$ cat src/rtl/switchbox_config_loader_if.sv
// Streaming word handshake between a configuration source and the switchbox
// configuration loader.
interface switchbox_config_loader_if #(
  parameter int unsigned WORD_WIDTH = 8
);
  logic [WORD_WIDTH-1:0] data_in;
  logic                  data_valid;
  logic                  data_ready;

  modport master (output data_in, output data_valid, input data_ready);
  modport slave  (input data_in, input data_valid, output data_ready);
endinterface

$ cat src/rtl/switchbox_config_loader.sv
// Assembles streamed words into a shadow image, verifies an XOR check word,
// then commits the image to the live SwitchBox configuration in one cycle.
module switchbox_config_loader #(
  parameter int unsigned CONFIG_WIDTH = 112,
  parameter int unsigned WORD_WIDTH   = 8
) (
  input  logic                    clock,
  input  logic                    nreset,
  input  logic                    start,
  input  logic                    abort,
  switchbox_config_loader_if.slave cfg,
  output logic [CONFIG_WIDTH-1:0] config_out,
  output logic                    config_valid,
  output logic                    busy,
  output logic                    done,
  output logic                    error
);
  localparam int unsigned NUM_WORDS = (CONFIG_WIDTH + WORD_WIDTH - 1) / WORD_WIDTH;
  localparam int unsigned CNT_W     = (NUM_WORDS > 1) ? $clog2(NUM_WORDS) : 1;

  typedef enum logic [1:0] {IDLE, LOAD, CHECK, ERROR} state_t;

  state_t                          state, state_next;
  logic [NUM_WORDS*WORD_WIDTH-1:0] shadow;
  logic [CNT_W-1:0]                count;
  logic [WORD_WIDTH-1:0]           parity;
  logic                            launch, xfer, last_word, check_ok;

  assign launch         = start && ((state == IDLE) || (state == ERROR));
  assign cfg.data_ready = (state == LOAD) || (state == CHECK);
  assign busy           = cfg.data_ready;
  // abort outranks a same-cycle transfer, so the word is never counted
  assign xfer           = cfg.data_ready && cfg.data_valid && !abort;
  assign last_word      = (count == CNT_W'(NUM_WORDS - 1));
  assign check_ok       = (cfg.data_in == parity);

  always_ff @(posedge clock or negedge nreset) begin
    if (!nreset) state <= IDLE;
    else         state <= state_next;
  end

  always_comb begin
    state_next = state;
    unique case (state)
      IDLE, ERROR: if (start) state_next = LOAD;
      LOAD: begin
        if (abort)                  state_next = IDLE;
        else if (xfer && last_word) state_next = CHECK;
      end
      CHECK: begin
        if (abort)     state_next = IDLE;
        else if (xfer) state_next = check_ok ? IDLE : ERROR;
      end
      default: state_next = IDLE;
    endcase
  end

  always_ff @(posedge clock or negedge nreset) begin
    if (!nreset) begin
      shadow       <= '0;
      count        <= '0;
      parity       <= '0;
      config_out   <= '0;
      config_valid <= 1'b0;
      done         <= 1'b0;
      error        <= 1'b0;
    end else begin
      done <= 1'b0;
      if (launch) begin
        count  <= '0;
        parity <= '0;
        error  <= 1'b0;
      end else if (state == LOAD && xfer) begin
        // words past CONFIG_WIDTH land in the padding bits and are dropped at commit
        for (int unsigned k = 0; k < NUM_WORDS; k++) begin
          if (count == CNT_W'(k)) shadow[k*WORD_WIDTH +: WORD_WIDTH] <= cfg.data_in;
        end
        parity <= parity ^ cfg.data_in;
        count  <= count + 1'b1;
      end else if (state == CHECK && xfer) begin
        if (check_ok) begin
          config_out   <= shadow[CONFIG_WIDTH-1:0];
          config_valid <= 1'b1;
          done         <= 1'b1;
        end else begin
          error <= 1'b1;
        end
      end
    end
  end
endmodule

$ cat src/flat_wrapper.sv
// flat-port wrapper written by rule: the top's interface ports become plain ports
module switchbox_config_loader_flat 
#(
  parameter int unsigned CONFIG_WIDTH = 112,
  parameter int unsigned WORD_WIDTH   = 8
)
  (clock, nreset, start, abort, config_out, config_valid, busy, done, error, cfg_data_in, cfg_data_valid, cfg_data_ready);
  switchbox_config_loader_if #(.WORD_WIDTH(WORD_WIDTH)) cfg_i ();
  input  logic clock;
  input  logic nreset;
  input  logic start;
  input  logic abort;
  output logic [CONFIG_WIDTH-1:0] config_out;
  output logic config_valid;
  output logic busy;
  output logic done;
  output logic error;
  input wire logic [$bits(cfg_i.data_in)-1:0] cfg_data_in;
  input wire logic [$bits(cfg_i.data_valid)-1:0] cfg_data_valid;
  output wire logic [$bits(cfg_i.data_ready)-1:0] cfg_data_ready;
  assign cfg_i.data_in = cfg_data_in;
  assign cfg_i.data_valid = cfg_data_valid;
  assign cfg_data_ready = cfg_i.data_ready;
  switchbox_config_loader #(.CONFIG_WIDTH(CONFIG_WIDTH), .WORD_WIDTH(WORD_WIDTH)) u_core (.clock(clock), .nreset(nreset), .start(start), .abort(abort), .cfg(cfg_i), .config_out(config_out), .config_valid(config_valid), .busy(busy), .done(done), .error(error));
endmodule
$ cat config.mk
export PLATFORM = sky130hd
export DESIGN_NAME = switchbox_config_loader_flat
export DESIGN_NICKNAME = d
export VERILOG_FILES = /design/src/rtl/switchbox_config_loader_if.sv /design/src/rtl/switchbox_config_loader.sv /design/src/flat_wrapper.sv
export SDC_FILE = /design/constraint.sdc
export NUM_CORES = 1
export LEC_CHECK = 0
export ABC_AREA = 1
export BUFFER_PORTS_ARGS = -buffer_cell sky130_fd_sc_hd__buf_2
export CAP_MARGIN = 20
export CORE_ASPECT_RATIO = 0.6
export CORE_MARGIN = 3
export CORE_UTILIZATION = 45
export CTS_CLUSTER_DIAMETER = 60
export CTS_CLUSTER_SIZE = 28
export DETAILED_ROUTE_END_ITERATION = 16
export GPL_ROUTABILITY_DRIVEN = 0
export GPL_TIMING_DRIVEN = 0
export HOLD_SLACK_MARGIN = 0.15
export PLACE_DENSITY_LB_ADDON = 0.1
export REMOVE_ABC_BUFFERS = 1
export SETUP_SLACK_MARGIN = 0.1
export SLEW_MARGIN = 20
export SYNTH_ARGS = -nofsm -noshare
export SYNTH_HDL_FRONTEND = slang
export SYNTH_SLANG_ARGS = --single-unit
$ cat constraint.sdc
create_clock -name clock -period 2.2 [get_ports clock]
set_input_delay 0.33 -clock clock [delete_from_list [all_inputs] [get_ports clock]]
set_output_delay 0.33 -clock clock [all_outputs]
set_load 0.01 [all_outputs]
# Word-level counts from Yosys, hierarchy flattened
# Cells that the tools add are included.
[totals] reg_bits=241 inputBits=13 out_inout_bits=117 wordCells=97
[classes] add_sub_neg=1 eq_ne=22 muxes=19 bitwise=3 reduce_logical=31
[op_table] operator="3-bit AND reduction" n=16
[op_table] operator="4-bit == test, second input constant" n=6
[op_table] operator="4-bit by 3-bit == test with 1-bit output, second input constant" n=4
[op_table] operator="8-bit two-way mux" n=2
[op_table] operator="2-bit two-way mux" n=6
[op_table] operator="4-bit by 2-bit == test with 1-bit output, second input constant" n=2
[op_table] operator="8-bit == test" n=1
[op_table] operator="1-bit two-way mux" n=8
[op_table] operator="4-bit two-way mux" n=2
[op_table] operator="8-bit bitwise XOR" n=1
[op_table] operator="1-bit logical AND" n=6
[op_table] operator="3-bit by 2-bit != test with 1-bit output, second input constant" n=2
[op_table] operator="2-bit one-hot mux with 3 select lines" n=1
[op_table] operator="4-bit by 1-bit adder with 4-bit output, second input constant" n=1
[op_table] operator="2-bit == test, second input constant" n=2
[op_table] operator="4-bit by 1-bit == test with 1-bit output, second input constant" n=1
[op_table] operator="4-bit zero test" n=1
[op_table] operator="2-bit by 1-bit != test with 1-bit output, second input constant" n=2
[op_table] operator="4-bit AND reduction" n=1
[op_table] operator="2-bit nonzero test" n=2
[op_table] operator="2-bit by 1-bit == test with 1-bit output, second input constant" n=1
[op_table] operator="2-bit zero test" n=1
[op_table] operator="1-bit logical OR" n=2
[op_table] operator="2-bit != test, second input constant" n=1
[op_table] operator="3 further kinds" n=4

# Logic depth before layout (Yosys ltp)
[logic_depth] ltp_word=8 mapped_depth=12 ltp_nobuf=10

# Worst setup path before layout
# OpenSTA, ideal clock, no wires.
[synth_timing] kind="flip-flop to flip-flop" start="reg u_core.state[0]" end="reg u_core.shadow[31]" setup_ns=0.129 arrival_time_ns=1.692 required_time_ns=2.071 path_slack_ns=0.379 stages_incl_launch_ff=13 n_path_buf=2 synth_period_minus_slack_ns=1.821 path_cell_list="dfrtp_1 -> inv_1 -> ha_1 -> inv_2 -> nand3_2 -> nor2_2 -> buf_6 -> nand2_2 -> inv_2 -> nand2_2 -> buf_2 -> nand2_1 -> o21ai_1"
[synth_via] elab_chain_cells=6 word_cells_on_any_way=12 classes_between="eq/ne: 3; bitwise: 1; reduce/logical: 8"
[synth_rtl] item="from (decl)" line="switchbox_config_loader.sv:23" rtl="state_t state, state_next;"
[synth_rtl] item="from (signal assigned)" line="switchbox_config_loader.sv:39" rtl="else state <= state_next;"
[synth_rtl] item="2-bit by 1-bit == test with 1-bit output or 2-bit == test (tied branches)" line="switchbox_config_loader.sv:30" rtl="assign cfg.data_ready = (state == LOAD) || (state == CHECK);"
[synth_rtl] item="1-bit logical OR (*)" line="switchbox_config_loader.sv:30"
[synth_rtl] item="named net busy" line="flat_wrapper.sv:15" rtl="output logic busy;"
[synth_rtl] item="1-bit logical AND (*) (2 in a row)" line="switchbox_config_loader.sv:33" rtl="assign xfer = cfg.data_ready && cfg.data_valid && !abort;"
[synth_rtl] item="1-bit logical AND (*)" line="switchbox_config_loader.sv:73" rtl="end else if (state == LOAD && xfer) begin"
[synth_rtl] item="3-bit AND reduction (no source line) (*)"
[synth_rtl] item="to (signal, indexed assignment)" line="switchbox_config_loader.sv:76" rtl="if (count == CNT_W'(k)) shadow[k*WORD_WIDTH +: WORD_WIDTH] <= cfg.data_in;"
[synth_rtl] item="to (decl)" line="switchbox_config_loader.sv:24" rtl="logic [NUM_WORDS*WORD_WIDTH-1:0] shadow;"
# The timed path passes the listed nets; every way through them passes the cells marked *.
# A chain may end at the register's enable or synchronous reset.

# Worst setup path after layout
[layout_timing] start="reg u_core.state[0]" end="reg u_core.shadow[7]"
[layout_via] elab_chain_cells=6 word_cells_on_any_way=12 classes_between="eq/ne: 3; bitwise: 1; reduce/logical: 8"
[layout_rtl] item="2-bit by 1-bit == test with 1-bit output or 2-bit == test (tied branches)" line="switchbox_config_loader.sv:30, switchbox_config_loader.sv:73"
[layout_rtl] item="1-bit logical OR" line="switchbox_config_loader.sv:30"
[layout_rtl] item="1-bit logical AND (2 in a row)" line="switchbox_config_loader.sv:33"
[layout_rtl] item="1-bit logical AND" line="switchbox_config_loader.sv:73"
[layout_rtl] item="3-bit AND reduction (no source line) (*)"
# Every way passes the cells marked *; elsewhere a longest branch is shown, timed or not.

==> metrics.md <==
| Metric | Value |
|---|---|
| Total power | `0.00859 W` |
| Syn_area_per_cell | `9.42 um2` |
| Root Buffer | `clkbuf_16` |
| Peak VDD IR | `526 uV` |
| Worst Hold End | `u_core.parity[7]` |
| Final Setup Violations | `0` |
| Ant. Diodes | `0` |
| Rows | `40` |
| Placed Cells | `1349` |
| Critical Path Source Type | `register` |
| Crit path required time | `2.54 ns` |
| Buf+Inv Stages, Crit Path | `4` |
| Unrepaired setup endpoints after global routing | `no` |
| Worst hold path class | `in -> reg` |
| DIE WIDTH | `193 um` |
| Worst skew pair latency | `0.48 ns` |
| Die area | `22800 um2` |
| WL per Instance | `18.5 um` |
| CTS tree | `yes` |
| Pwr/cell area | `770 nW/um2` |
| Min-Delay Startpoint | `cfg_data_in[7]` |
| Final Slew Violations | `0` |
| F_max | `513 MHz` |
| Crit path kind | `reg -> reg` |
| Synth top area cells | `dfrtp_1, nand2_1, nand3_1` |
| Crit path max-delay family | `simple AND/OR/NAND/NOR gates` |
| R2R setup slack | `0.25 ns` |
| CTS Buffer Depth | `3` |
| First-pass GRT wire length | `38600 um` |
| CTS clock-pin slew for the worst setup and hold paths | `0.10 ns` |
| Worst slack, placed | `-0.802 ns` |
| Tcrit/Tclk final | `88.6%` |
| Seq/Total Area, Yosys | `64.0%` |
| Vias per inst | `5.18` |
| Clock sink count | `241` |
| RR Endpoint | `u_core.shadow[7]` |
| Layout Nets | `1133` |
| Total clock buffers created by CTS | `13` |
| Synth warn | `0` |
| Grt ovf | `0` |
| Psw | `0.00234 W` |
| Port Buffers | `129` |
| GR Util All Layers | `21.4%` |
| Initial antenna violation count | `0` |
| DP HPWL | `13600 um` |
| Most frequent cells after synthesis | `nand2_1, dfrtp_1, nand3_1, o21ai_0, o21ai_1` |
| Count of cell types in the netlist | `21` |
| CP Capture Type | `register` |
| Crit path cell chain | `inv_1 -> ha_4 -> inv_2 -> nand3_4 -> nor2_4 -> inv_2 -> nor2_4 -> buf_12 -> nand2_4 -> nand2_1 -> o21ai_0` |
| Slew @ Worst Pin | `0.755 ns` |
| Cells after Synth | `1001` |
| Synth Flop Type | `dfrtp_1` |
| Leakage power | `6.06 nW` |
| Async S/R FF share, synth | `100%` |
| Hold path cells | `4` |
| Most common cell in the synthesized netlist | `nand2_1` |
| Vias in the first global route | `6664` |
| P_int | `0.00625 W` |
| EDFF count, synth | `0` |
| R2R depth | `11` |
| CP max stage cell | `dfrtp_1` |
| Core Area | `20300 um2` |
| Finished Layout Cells | `1391` |
| Sequential cell fraction of total power | `57.1%` |
| Arr. time, crit path | `2.29 ns` |
| Area leader, netlist | `dfrtp_1` |
| Die Ht | `118 um` |
| Power share of the clock group | `30.6%` |
| Status | `finished, final reports clean` |
| Worst r2r src | `u_core.state[0]` |
| Routed wire length | `25700 um` |
| Synthesized area | `9430 um2` |
| Drt first pass iters | `5` |
| Yosys reg bits | `241` |
| Initial Utilization | `46.5%` |
| Worst stage delay on the critical path | `0.39 ns` |
| Drt drc | `0` |
| Final critical-path required period | `1.95 ns` |
| Synth top area share | `64.0%` |
| Comb power frac | `12.3%` |
| Switching part of the total | `27.2%` |
| Area growth, synth to finish | `18.4%` |
| H-Tree Depth | `1` |
| Final ANT Viol Nets | `0` |
| Max_cap viols | `0` |
| Share of cells above drive strength 1 | `19.2%` |
| Final Hold Viols | `0` |
| Setup WS post-layout | `0.252 ns` |
| Largest net degree at the start of global routing | `94` |
| Via count | `7211` |
| Crit path max fanout | `16` |
| Clock Skew | `0.0210 ns` |
| Slew HR | `49.5%` |
| I/O pin count | `130` |
| 1st-iter DRT viols | `731` |
[registers in the layout, indices dropped and copies added, names as in the netlist]
register,count
u_core.count,4
u_core.error,1
u_core.config_valid,1
u_core.parity,8
u_core.done,1
u_core.config_out,112
u_core.state,2
u_core.shadow,112
[worst reg2reg max path, cell delays in order (launching register included)]
cell and delay, ns:
dfrtp_1 0.39, inv_1 0.10, ha_4 0.22, inv_2 0.10
nand3_4 0.10, nor2_4 0.15, inv_2 0.13, nor2_4 0.19
buf_12 0.14, nand2_4 0.11, nand2_1 0.11, o21ai_0 0.08
[power groups by stage]
stage	registers [W]	logic [W]	clock network [W]
final	0.00490	0.00106	0.00263
after global routing	0.00494	0.00122	0.00286
after CTS	0.00490	0.000972	0.00270
after detailed placement	0.00498	0.000943	0
after global placement	0.00498	0.000884	0
after floorplan	0.00495	0.000601	0
[final cells by class]
class	count	area [um2]
Fill cell	1936	9100
Tap cell	273	342
Clock buffer	15	343
Timing Repair inverter	1	8.76
Multi-Input combinational cell	670	3210
Inverter	36	151
Clock inverter	4	43.8
Sequential cell	241	6030
Timing Repair Buffer	151	1040
[routing by layer]
| metal | vias to the layer above | part of all wire (%) | GRT usage (%) |
|---|---|---|---|
| li1 | 3466 | - | - |
| met1 | 3566 | 54 | 37.2 |
| met2 | 160 | 40 | 29.0 |
| met3 | 19 | 5.0 | 2.85 |
| met4 | 0 | 0.96 | 2.27 |
| met5 | - | 0 | 0 |
[worst max path at each step]
| stage | startpoint | endpoint | slack, ns | cells after the start |
|---|---|---|---|---|
| after floorplan | u_core.state[0] | u_core.config_out[0] | -2.98 | 10 |
| after global placement | u_core.state[0] | u_core.config_out[67] | -6.18 | 10 |
| after detailed placement | cfg_data_in[3] | u_core.config_out[3] | -0.80 | 12 |
| after CTS | u_core.parity[1] | u_core.config_out[106] | 0.07 | 11 |
| after global routing | u_core.state[0] | u_core.shadow[3] | 0.09 | 11 |
| final | u_core.state[0] | u_core.shadow[7] | 0.25 | 11 |
[metrics by stage]
step	setup TNS [ns]	cell area, um2	hold slack [ns]	util, %
4_1_cts	0	10900	0.192	53.6
2_1_floorplan	-340.98	9110	0.0344	-
3_5_place_dp	-103.47	10300	0.297	50.9
6_report	0	11200	0.213	55.1
5_1_grt	0	11200	0.211	55.1
3_3_place_gp	-1572.25	10100	0.442	49.8
[layout by cell type (no fill, tap or decap), drive strengths merged, types with 6 or more instances in the layout]
cell    instances
dfrtp         241
nand2         397
o21ai         117
o22ai           8
inv            38
nor2           16
buf           146
nand3         121
clkbuf         18
ha              6
[cell families after synthesis]
| kind of cell | Yosys count | synth area share [%] |
|---|---|---|
| AO/OA/AOI/OAI | 127 | 6.85 |
| buffers and inverters | 97 | 4.83 |
| AND/OR/NAND/NOR | 530 | 23.6 |
| flip-flops | 241 | 64.0 |
| adder cells (fa/ha/maj) | 6 | 0.796 |
[timing repair]
item                                   in CTS  in global routing
resized for setup                          11                 18
gates cloned                                4                  8
setup endpoints to repair                 237                226
pin swaps                                   5                  6
setup buffers                               3                  7
hold buffers                                1                  0
endpoints found under the hold margin      62                  0
(Power assumes the default switching activity.)
